**config.mk**
```make
export PLATFORM = sky130hd
export DESIGN_NAME = stage_debug_monitor
export DESIGN_NICKNAME = d
export VERILOG_FILES = /design/src/rtl/stage_debug_pkg.sv /design/src/rtl/stage_lat_counter.sv /design/src/rtl/stage_debug_monitor.sv
export SDC_FILE = /design/constraint.sdc
export NUM_CORES = 2
export LEC_CHECK = 0
export BUFFER_PORTS_ARGS = -buffer_cell sky130_fd_sc_hd__buf_2
export CORE_MARGIN = 2
export CORE_UTILIZATION = 30
export CTS_BUF_LIST = sky130_fd_sc_hd__clkbuf_2 sky130_fd_sc_hd__clkbuf_4 sky130_fd_sc_hd__clkbuf_8
export DETAILED_ROUTE_END_ITERATION = 10
export HOLD_SLACK_MARGIN = 0.1
export PLACE_DENSITY = 0.55
export SETUP_SLACK_MARGIN = 0.5
export SKIP_LAST_GASP = 1
export SYNTH_ARGS = -nofsm -noshare
export SYNTH_HDL_FRONTEND = slang
export SYNTH_HIERARCHICAL = 1
export SYNTH_SLANG_ARGS = --single-unit
```
**constraint.sdc**
```tcl
create_clock -name clk -period 4.4 [get_ports clk]
set_input_delay 0.44 -clock clk [delete_from_list [all_inputs] [get_ports clk]]
set_output_delay 0.44 -clock clk [all_outputs]
set_load 0.01 [all_outputs]
```
**src/rtl/stage_debug_pkg.sv**
```systemverilog
// Shared definitions for the stage debug monitor: register map indices,
// select width and the per-stage FSM state encoding.
package stage_debug_pkg;

    localparam int SEL_W = 8;

    localparam logic [SEL_W-1:0] REG_ID         = 8'd0;
    localparam logic [SEL_W-1:0] REG_FLAGS      = 8'd1;
    localparam logic [SEL_W-1:0] REG_CYCLE      = 8'd2;
    localparam logic [SEL_W-1:0] REG_STAGE_BASE = 8'd3;
    localparam int               REGS_PER_STAGE = 3;

    typedef enum logic [0:0] {
        ST_IDLE = 1'b0,
        ST_BUSY = 1'b1
    } stage_state_e;

endpackage

```
**src/rtl/stage_lat_counter.sv**
```systemverilog
// One monitored stage: IDLE/BUSY tracker with saturating start count,
// last latency, accumulated busy time and sticky seen/orphan flags.
module stage_lat_counter
    import stage_debug_pkg::*;
#(
    parameter int CNT_W = 32
) (
    input  logic             i_clk,
    input  logic             i_rst,
    input  logic             i_clear,
    input  logic             i_vld,
    input  logic             i_rdy,
    output logic [CNT_W-1:0] o_start_cnt,
    output logic [CNT_W-1:0] o_last_lat,
    output logic [CNT_W-1:0] o_total_busy,
    output logic             o_vld_seen,
    output logic             o_rdy_seen,
    output logic             o_orphan
);

    localparam logic [CNT_W-1:0] CNT_MAX = {CNT_W{1'b1}};
    localparam logic [CNT_W-1:0] CNT_ONE = {{(CNT_W-1){1'b0}}, 1'b1};

    function automatic logic [CNT_W-1:0] sat_inc(input logic [CNT_W-1:0] v);
        sat_inc = (v == CNT_MAX) ? v : v + CNT_ONE;
    endfunction

    function automatic logic [CNT_W-1:0] sat_add(input logic [CNT_W-1:0] a,
                                                 input logic [CNT_W-1:0] b);
        logic [CNT_W:0] sum;
        sum     = {1'b0, a} + {1'b0, b};
        sat_add = sum[CNT_W] ? CNT_MAX : sum[CNT_W-1:0];
    endfunction

    stage_state_e     r_state;
    logic [CNT_W-1:0] r_start_cnt;
    logic [CNT_W-1:0] r_last_lat;
    logic [CNT_W-1:0] r_total_busy;
    logic [CNT_W-1:0] r_cur_lat;
    logic             r_vld_seen;
    logic             r_rdy_seen;
    logic             r_orphan;

    logic w_start;
    logic w_close;
    logic w_idle_pair;
    logic w_orphan;

    // Decode this cycle's event from state and strobes
    always_comb begin
        w_start     = i_vld && ((r_state == ST_IDLE) || i_rdy);
        w_close     = (r_state == ST_BUSY) && i_rdy;
        w_idle_pair = (r_state == ST_IDLE) && i_vld && i_rdy;
        w_orphan    = (r_state == ST_IDLE) && i_rdy && !i_vld;
    end

    // Stage state, counters and sticky flags
    always_ff @(posedge i_clk) begin
        if (i_rst || i_clear) begin
            r_state      <= ST_IDLE;
            r_start_cnt  <= '0;
            r_last_lat   <= '0;
            r_total_busy <= '0;
            r_cur_lat    <= '0;
            r_vld_seen   <= 1'b0;
            r_rdy_seen   <= 1'b0;
            r_orphan     <= 1'b0;
        end else begin
            if (i_vld)    r_vld_seen <= 1'b1;
            if (i_rdy)    r_rdy_seen <= 1'b1;
            if (w_orphan) r_orphan   <= 1'b1;
            if (w_start)  r_start_cnt <= sat_inc(r_start_cnt);
            // A same-cycle vld+rdy while idle is a zero-length job
            if (w_close) begin
                r_last_lat   <= r_cur_lat;
                r_total_busy <= sat_add(r_total_busy, r_cur_lat);
            end else if (w_idle_pair) begin
                r_last_lat <= '0;
            end
            case (r_state)
                ST_IDLE: begin
                    if (i_vld && !i_rdy) begin
                        r_state   <= ST_BUSY;
                        r_cur_lat <= CNT_ONE;
                    end
                end
                ST_BUSY: begin
                    if (i_rdy && !i_vld) begin
                        r_state <= ST_IDLE;
                    end else if (i_rdy) begin
                        r_cur_lat <= CNT_ONE;
                    end else begin
                        r_cur_lat <= sat_inc(r_cur_lat);
                    end
                end
                default: r_state <= ST_IDLE;
            endcase
        end
    end

    assign o_start_cnt  = r_start_cnt;
    assign o_last_lat   = r_last_lat;
    assign o_total_busy = r_total_busy;
    assign o_vld_seen   = r_vld_seen;
    assign o_rdy_seen   = r_rdy_seen;
    assign o_orphan     = r_orphan;

endmodule

```
**src/rtl/stage_debug_monitor.sv**
```systemverilog
// Pipeline debug monitor: per-stage latency statistics, probe capture slots
// and a registered read port over a flat register map.
module stage_debug_monitor
    import stage_debug_pkg::*;
#(
    parameter int          NUM_STAGES = 4,
    parameter int          CNT_W      = 32,
    parameter int          DATA_W     = 32,
    parameter int          ADDR_W     = 16,
    parameter int          NUM_TRIG   = 2,
    parameter logic [31:0] DEBUG_ID   = 32'h4741_5401
) (
    input  logic                         clk,
    input  logic                         rst,
    input  logic                         clear_i,
    input  logic [NUM_STAGES-1:0]        stage_vld_i,
    input  logic [NUM_STAGES-1:0]        stage_rdy_i,
    input  logic                         probe_en_i,
    input  logic [ADDR_W-1:0]            probe_addr_i,
    input  logic [DATA_W-1:0]            probe_data_i,
    input  logic [NUM_TRIG*ADDR_W-1:0]   trig_addr_i,
    input  logic                         cap_mode_i,
    input  logic [SEL_W-1:0]             rd_sel_i,
    input  logic                         rd_req_i,
    output logic                         rd_vld_o,
    output logic [31:0]                  rd_data_o,
    output logic [2*NUM_STAGES-1:0]      status_o
);

    localparam int T_BASE = 3 + REGS_PER_STAGE * NUM_STAGES;

    logic [CNT_W-1:0]    w_start_cnt  [NUM_STAGES];
    logic [CNT_W-1:0]    w_last_lat   [NUM_STAGES];
    logic [CNT_W-1:0]    w_total_busy [NUM_STAGES];
    logic [NUM_STAGES-1:0] w_vld_seen;
    logic [NUM_STAGES-1:0] w_rdy_seen;
    logic [NUM_STAGES-1:0] w_orphan;
    logic [3*NUM_STAGES-1:0] w_flags;

    logic [31:0]         r_cycle;
    logic [DATA_W-1:0]   r_cap_data [NUM_TRIG];
    logic [NUM_TRIG-1:0] r_hit;
    logic [NUM_TRIG-1:0] w_cap_hit;
    logic                r_rd_vld;
    logic [31:0]         r_rd_data;
    logic [31:0]         w_sel;
    logic [31:0]         w_rd_mux;

    for (genvar s = 0; s < NUM_STAGES; s++) begin : g_stage
        stage_lat_counter #(.CNT_W(CNT_W)) u_stage (
            .i_clk        (clk),
            .i_rst        (rst),
            .i_clear      (clear_i),
            .i_vld        (stage_vld_i[s]),
            .i_rdy        (stage_rdy_i[s]),
            .o_start_cnt  (w_start_cnt[s]),
            .o_last_lat   (w_last_lat[s]),
            .o_total_busy (w_total_busy[s]),
            .o_vld_seen   (w_vld_seen[s]),
            .o_rdy_seen   (w_rdy_seen[s]),
            .o_orphan     (w_orphan[s])
        );
    end

    assign w_flags  = {w_orphan, w_rdy_seen, w_vld_seen};
    assign status_o = {w_rdy_seen, w_vld_seen};

    // Free-running cycle counter; deliberately immune to clear_i
    always_ff @(posedge clk) begin
        if (rst) begin
            r_cycle <= 32'd0;
        end else begin
            r_cycle <= r_cycle + 32'd1;
        end
    end

    // Slot match: first-hit mode locks the slot after its first capture
    always_comb begin
        w_cap_hit = '0;
        for (int k = 0; k < NUM_TRIG; k++) begin
            w_cap_hit[k] = probe_en_i
                        && (probe_addr_i == trig_addr_i[k*ADDR_W +: ADDR_W])
                        && (cap_mode_i || !r_hit[k]);
        end
    end

    // Capture data and hit flags
    always_ff @(posedge clk) begin
        if (rst || clear_i) begin
            r_hit <= '0;
            for (int k = 0; k < NUM_TRIG; k++) begin
                r_cap_data[k] <= '0;
            end
        end else begin
            for (int k = 0; k < NUM_TRIG; k++) begin
                if (w_cap_hit[k]) begin
                    r_cap_data[k] <= probe_data_i;
                    r_hit[k]      <= 1'b1;
                end
            end
        end
    end

    // Register map decode; unmapped indices fall through to zero
    always_comb begin
        w_sel    = {24'd0, rd_sel_i};
        w_rd_mux = 32'd0;
        if (w_sel == 32'(REG_ID)) begin
            w_rd_mux = DEBUG_ID;
        end else if (w_sel == 32'(REG_FLAGS)) begin
            w_rd_mux = 32'(w_flags);
        end else if (w_sel == 32'(REG_CYCLE)) begin
            w_rd_mux = r_cycle;
        end else begin
            for (int s = 0; s < NUM_STAGES; s++) begin
                w_rd_mux = w_rd_mux
                    | ((w_sel == 32'(3 + 3*s)) ? 32'(w_start_cnt[s])  : 32'd0)
                    | ((w_sel == 32'(4 + 3*s)) ? 32'(w_last_lat[s])   : 32'd0)
                    | ((w_sel == 32'(5 + 3*s)) ? 32'(w_total_busy[s]) : 32'd0);
            end
            for (int k = 0; k < NUM_TRIG; k++) begin
                w_rd_mux = w_rd_mux
                    | ((w_sel == 32'(T_BASE + k)) ? 32'(r_cap_data[k]) : 32'd0);
            end
            w_rd_mux = w_rd_mux
                | ((w_sel == 32'(T_BASE + NUM_TRIG)) ? 32'(r_hit) : 32'd0);
        end
    end

    // Registered read port; data is forced to zero when not valid
    always_ff @(posedge clk) begin
        if (rst) begin
            r_rd_vld  <= 1'b0;
            r_rd_data <= 32'd0;
        end else if (rd_req_i) begin
            r_rd_vld  <= 1'b1;
            r_rd_data <= w_rd_mux;
        end else begin
            r_rd_vld  <= 1'b0;
            r_rd_data <= 32'd0;
        end
    end

    assign rd_vld_o  = r_rd_vld;
    assign rd_data_o = r_rd_data;

endmodule

```
* After elaboration in Yosys (flattened, before gate mapping)
Memories as Yosys holds them, arrays and structs flattened.
Index checks and enable logic that the tools add are counted.
** Operators by class
- $add $sub $neg :: 13
- $mul :: 0
- Divide/modulo/power cells :: 0
- Order comparisons :: 0
- Equal/unequal tests :: 39
- Shift operators :: 0
- Multiplexer cells :: 73
- Bitwise logic cells :: 25
- Reductions and logical operators :: 69
** Operator list (count)
- $mux W32 :: 45
- $or A32 B32 Y32 :: 13
- $add A32 B1 Y32 const B :: 9
- $eq A32 B32 Y1 const B :: 8
- $pmux W32 S2 :: 4
- $add A32 B32 Y33 :: 4
- $eq A8 B4 Y1 const B :: 8
- $mux W31 :: 2
- $logic_and A1 B1 Y1 :: 36
- $eq A16 B16 Y1 :: 2
- $eq A8 B3 Y1 const B :: 4
- $or A32 B2 Y32 :: 1
- $mux W1 :: 17
- $eq A8 B2 Y1 const B :: 2
- $eq A8 B5 Y1 const B :: 2
- $ne A2 B2 Y1 const B :: 8
- $ne A3 B3 Y1 const B :: 4
- $reduce_and A3 Y1 :: 4
- $logic_not A1 Y1 :: 10
- $not A1 Y1 :: 9
- $eq A8 B1 Y1 const B :: 1
- $logic_not A8 Y1 :: 1
- $pmux W1 S2 :: 4
- $reduce_and A2 Y1 :: 4
- 7 further kinds :: 17
** Storage, ports and cells
- Register bits after elaboration :: 595
- Bits in latches :: 0
- Memory bits (writable) :: 64
- ROM bits :: 0
- Input port bits :: 102
- Logic and storage cells :: 259
- Memories :: 1
** Memory list
- r_cap_data :: depth 2, bits a word 32, read ports 2, clocked after Yosys merged registers in 0, wr ports 2, RTL line stage_debug_monitor.sv:41 : logic [DATA_W-1:0] r_cap_data [NUM_TRIG];

* Depth between registers and ports, before layout
- Word-level depth :: 19
- Gate-level depth with buffers :: 12
- Depth with buffers taken out :: 11

* By module
Netlist, hierarchy kept.
** By module, submodules not included
- stage_lat_counter at g_stage[2].u_stage ... :: times used 2, cells each 822, area each 6822.8 µm², sequential area each 2642.5 µm²
- stage_lat_counter at g_stage[0].u_stage ... :: times used 2, cells each 805, area each 6736.5 µm², sequential area each 2642.5 µm²
- stage_debug_monitor :: times used 1, cells each 1049, area each 9547.9 µm², sequential area each 3263.1 µm²

* Worst setup path after synthesis
Ideal clock, no wire load.
- Kind :: register -> register
- Start :: register g_stage[0].u_stage.r_cur_lat[0]
- End :: register g_stage[0].u_stage.r_total_busy[11]
- Library setup time :: 0.124 ns
- Arrival time :: 2.911 ns
- Required time :: 4.276 ns
- Slack :: 1.365 ns
- Stages on the path, launching flop included :: 13
- Period minus slack after synthesis :: 3.035 ns
- Cells stage by stage :: dfxtp_1 > ha_1 > fa_1 > a21oi_1 > o22ai_1 > a311o_1 > a31oi_4 > o21ai_2 > o2111ai_2 > nand3_2 > a221oi_4 > buf_6 > a31oi_1
** Between the ends
- Word-level cells in the longest chain between the ends :: 2
** RTL lines
- start, declared :: RTL line stage_lat_counter.sv:39 : logic [CNT_W-1:0] r_cur_lat;
- start signal, assigned :: RTL line stage_lat_counter.sv:93 : r_cur_lat <= sat_inc(r_cur_lat);
- $add A32 B32 Y33 :: RTL line stage_lat_counter.sv:31 : sum = {1'b0, a} + {1'b0, b};
- $mux W32 :: RTL line stage_lat_counter.sv:32 : sat_add = sum[CNT_W] ? CNT_MAX : sum[CNT_W-1:0];
- end signal, assigned :: RTL line stage_lat_counter.sv:76 : r_total_busy <= sat_add(r_total_busy, r_cur_lat);
- end, declared :: RTL line stage_lat_counter.sv:38 : logic [CNT_W-1:0] r_total_busy;
No other way between the ends.
A chain may end at the register's enable or synchronous reset.

* Worst setup path after layout
- Start :: register g_stage[0].u_stage.r_cur_lat[0]
- End :: register g_stage[0].u_stage.r_total_busy[22]
The elaborated chain is that of the path after synthesis.

==> metrics.csv <==
stage,metric,value,unit
route,Total Wirelength,152200,µm
logic_synthesis,Yosys cell types,94,
global_route,grt total ovfl,0,
clocking,Inserted Clock Buffers,112,
route,first-pass detailed-route iteration total,8,
logic_synthesis,post-synthesis mux area share,3.614,%
clocking,worst skew pair latency,0.85,ns
sta,fmax,275.5,MHz
sta,worst-margin pin slew,1.173,ns
worst_setup_path,Crit Path Max Fanout,22,
clocking,H-Tree Depth,3,
global_route,largest net degree at the start of global routing,69,
logic_synthesis,Yosys top cell by area,dfxtp_1,
worst_setup_path,CP Capture Type,flop,
die,DIE WIDTH,353.6,µm
layout,Final Instance Count excl. Fillers,6145,
placement,Routability Congestion,1.052,
route,DR iter-0 viols,3709,
route,Routed wire per std cell,24.77,µm
logic_synthesis,Post-Synthesis Cells,4303,
die,core area,121600,µm²
worst_setup_path,critical path class,reg2reg,
sta,Final TNS setup,0,ns
layout,# nets final,4659,
logic_synthesis,largest family of logic cells by synthesized area,compound AO/OA/AOI/OAI gates,
worst_setup_path,Arrival @ worst endpoint,4.33,ns
pwr,P_leak,15.08,nW
run,max-cap viol count,0,
clocking,Max clock buf depth,3,
die,Starting Density,30.16,%
layout,"commonest non-fill, non-tap cell in the layout",dfxtp_1,
pwr,Power Total,13.26,mW
logic_synthesis,"Top FF cell, synth",dfxtp_1,
die,FP Rows,128,
sta,Fin. Hold Viols,0,
layout,share of cells above drive strength 1,12.49,%
placement,Port-buffer cells,142,
logic_synthesis,Yosys reg bits,659,
clocking,Root Driver,clkbuf_8,
die,# IOs,143,
sta,Setup Skew,0.05980,ns
clocking,"CTS clk-pin slew, worst paths",0.08,ns
logic_synthesis,Mapped Area,36670,µm²
logic_synthesis,Synth Area in Compound Gates,21.45,%
layout,area delta synth->final,14.21,%
sta,PnR worst setup slack,0.7697,ns
logic_synthesis,sequential area share after synthesis,37.73,%
worst_setup_path,Critical Path Source Type,flop,
route,DRT antenna net count,0,
logic_synthesis,Post-Syn Nets,4546,
route,vias per cell,5.674,
placement,Post-DP HPWL,115300,µm
layout,"commonest non-fill, non-tap cells in the layout","595 x dfxtp_1, 503 x nor2_1, 353 x a21oi_1, 315 x o21ai_0, 273 x nand2_1",
route,Vias,34868,
global_route,gr usage total,23.40,%
die,full die area,125000,µm²
global_route,vias in the first global route,31713,
worst_setup_path,CP Data Required Time,5.10,ns
sta,crit path time final,3.630,ns
logic_synthesis,Synth warnings,6,
logic_synthesis,Synth top area share,32.49,%
placement,dpl cells,5894,
logic_synthesis,Synth Area in Simple Gates,19.82,%
global_route,antenna violations before repair,13,
sta,worst relative slew slack,21.60,%
clocking,CTS tree,built,
pwr,maximum VDD drop,0.0002183,V
pwr,Pwr Density,316.8,nW/µm²
clocking,"Setup Fix Bufs, Post-CTS",0,
route,DRC Markers,0,
sta,RSZ-0062 raised after global routing,no,
sta,final cycle utilization of the critical path,82.51,%
worst_hold_path,Min-Delay Path Class,in2reg,
logic_synthesis,adder-cell area share of the yosys netlist,4.893,%
global_route,global-route wire length before repair,219200,µm
die,die height,353.6,µm
logic_synthesis,"top cells by area, synth","dfxtp_1 32%, edfxtp_1 5.2%, nor2_1 5.2%, a21oi_1 4.8%, xor2_1 4.7%",
placement,post-place setup slack,0.7927,ns
sta,"Slew Viols, Final",0,
clocking,clock sinks,659,
logic_synthesis,XOR/XNOR Fraction of Synth Area,8.169,%
clocking,CTS resizes,0,
logic_synthesis,average cell area after synthesis,8.521,µm²
logic_synthesis,Async SR Flop Fraction,0,%
outcome,status,"complete, no violations",
logic_synthesis,Post-synth EDFFs,64,
sta,"Setup violations, final",0,
[where the power goes]
| part | internal [mW] | switching (mW) | leakage [nW] |
|---|---|---|---|
| logic | 0.211 | 0.526 | 8.23 |
| clock network | 3.57 | 2.77 | 1.35 |
| registers | 6.12 | 0.0737 | 5.49 |
[what timing repair did]
action,4_1_cts,5_1_grt
hold buffers,32,1
endpoints found under the hold margin,70,1
setup endpoints to repair,0,0
[Yosys cell counts, types with 11 or more instances]
master,count
a211oi_1,53
a21o_1,49
a21oi_1,355
a221oi_1,12
a22o_1,12
a22oi_1,170
a31oi_1,54
a32oi_1,15
and2_1,20
and3_1,63
and4_1,37
buf_2,40
buf_4,16
buf_6,12
clkbuf_1,176
dfxtp_1,595
edfxtp_1,64
ha_1,137
inv_1,114
mux2_2,25
mux2i_1,48
mux4_2,25
nand2_1,274
nand2b_1,32
nand3_1,150
nand4_1,92
nor2_1,509
nor2b_1,25
nor3_1,59
nor4_1,32
o21a_1,18
o21ai_0,315
o21bai_1,19
o22ai_1,16
o2bb2ai_1,14
o31ai_1,11
or2_2,11
or3_1,83
xnor2_1,144
xor2_1,198
[path summary, 6_finish.rpt]
kind	start	to	slack, ns	cells past startpoint
worst max-delay path	g_stage[0].u_stage/r_cur_lat[0]$_SDFFE_PP0P_	g_stage[0].u_stage/o_total_busy[22]$_SDFFE_PP0P_	0.77	12
worst min-delay path	probe_data_i[13]	r_cap_data[0][45]$_DFFE_PP_	0.11	3
worst max register to register	g_stage[0].u_stage/r_cur_lat[0]$_SDFFE_PP0P_	g_stage[0].u_stage/o_total_busy[22]$_SDFFE_PP0P_	0.77	12
worst min register to register	r_cycle[26]$_SDFF_PP0_	r_cycle[26]$_SDFF_PP0_	0.51	2
[cell type report]
class / count / area (µm²)
Multi-Input combinational cell: 3276 / 21320
Fill cell: 12580 / 79680
Sequential cell: 659 / 13830
Inverter: 115 / 431.7
Tap cell: 1625 / 2033
Timing Repair Buffer: 252 / 1665
Clock buffer: 181 / 2278
Antenna cell: 12 / 30.03
Clock inverter: 25 / 281.5
[through the flow]
step           hold slack, ns  util [%]  instance area [µm²]
2_1_floorplan          0.4366         -                36670
3_3_place_gp           0.4871     32.05                38960
3_5_place_dp           0.4915     32.05                38960
4_1_cts                0.1003     34.42                41840
5_1_grt               0.07382     34.44                41860
6_report               0.1070     34.45                41880
[routing by layer]
layer | global-route usage (%) | wire [µm] | vias up
met5 | 0 | 40 | -
li1 | - | - | 15993
met1 | 31.59 | 65860 | 16983
met3 | 6.088 | 13960 | 311
met4 | 12.42 | 8681 | 8
met2 | 34.01 | 63670 | 1573
[registers in the layout, indices dropped and copies added, names as in the netlist]
name / count
rd_data_o: 32
g_stage.u_stage/r_state: 4
rd_vld_o: 1
r_hit: 2
g_stage.u_stage/o_orphan: 4
r_cap_data: 64
g_stage.u_stage/o_vld_seen: 4
g_stage.u_stage/r_cur_lat: 128
g_stage.u_stage/o_rdy_seen: 4
g_stage.u_stage/o_last_lat: 128
g_stage.u_stage/o_start_cnt: 128
r_cycle: 32
g_stage.u_stage/o_total_busy: 128
[logic make-up (layout without fill, tap and decap cells)]
family                     after synthesis  count (layout)
AOI/OAI and AO/OA                     1242            1242
xor gates and xnor gates               342             342
and+or+nand+nor                       1453            1453
other                                    0              12
DFF                                    659             659
muxes                                   98              98
buffers and inverters                  368             573
adders and majority gates              141             141
[critical path: stages (launching register included)]
cell       delay (ns)
dfxtp_1          0.36
ha_1             0.24
fa_1             0.42
a21oi_1          0.21
o22ai_1          0.14
a311o_1          0.41
a31oi_4          0.23
o21ai_2          0.13
o2111ai_2        0.25
nand3_2          0.13
a221oi_4         0.63
buf_12           0.25
a21oi_1          0.09
(Power assumes the default switching activity.)
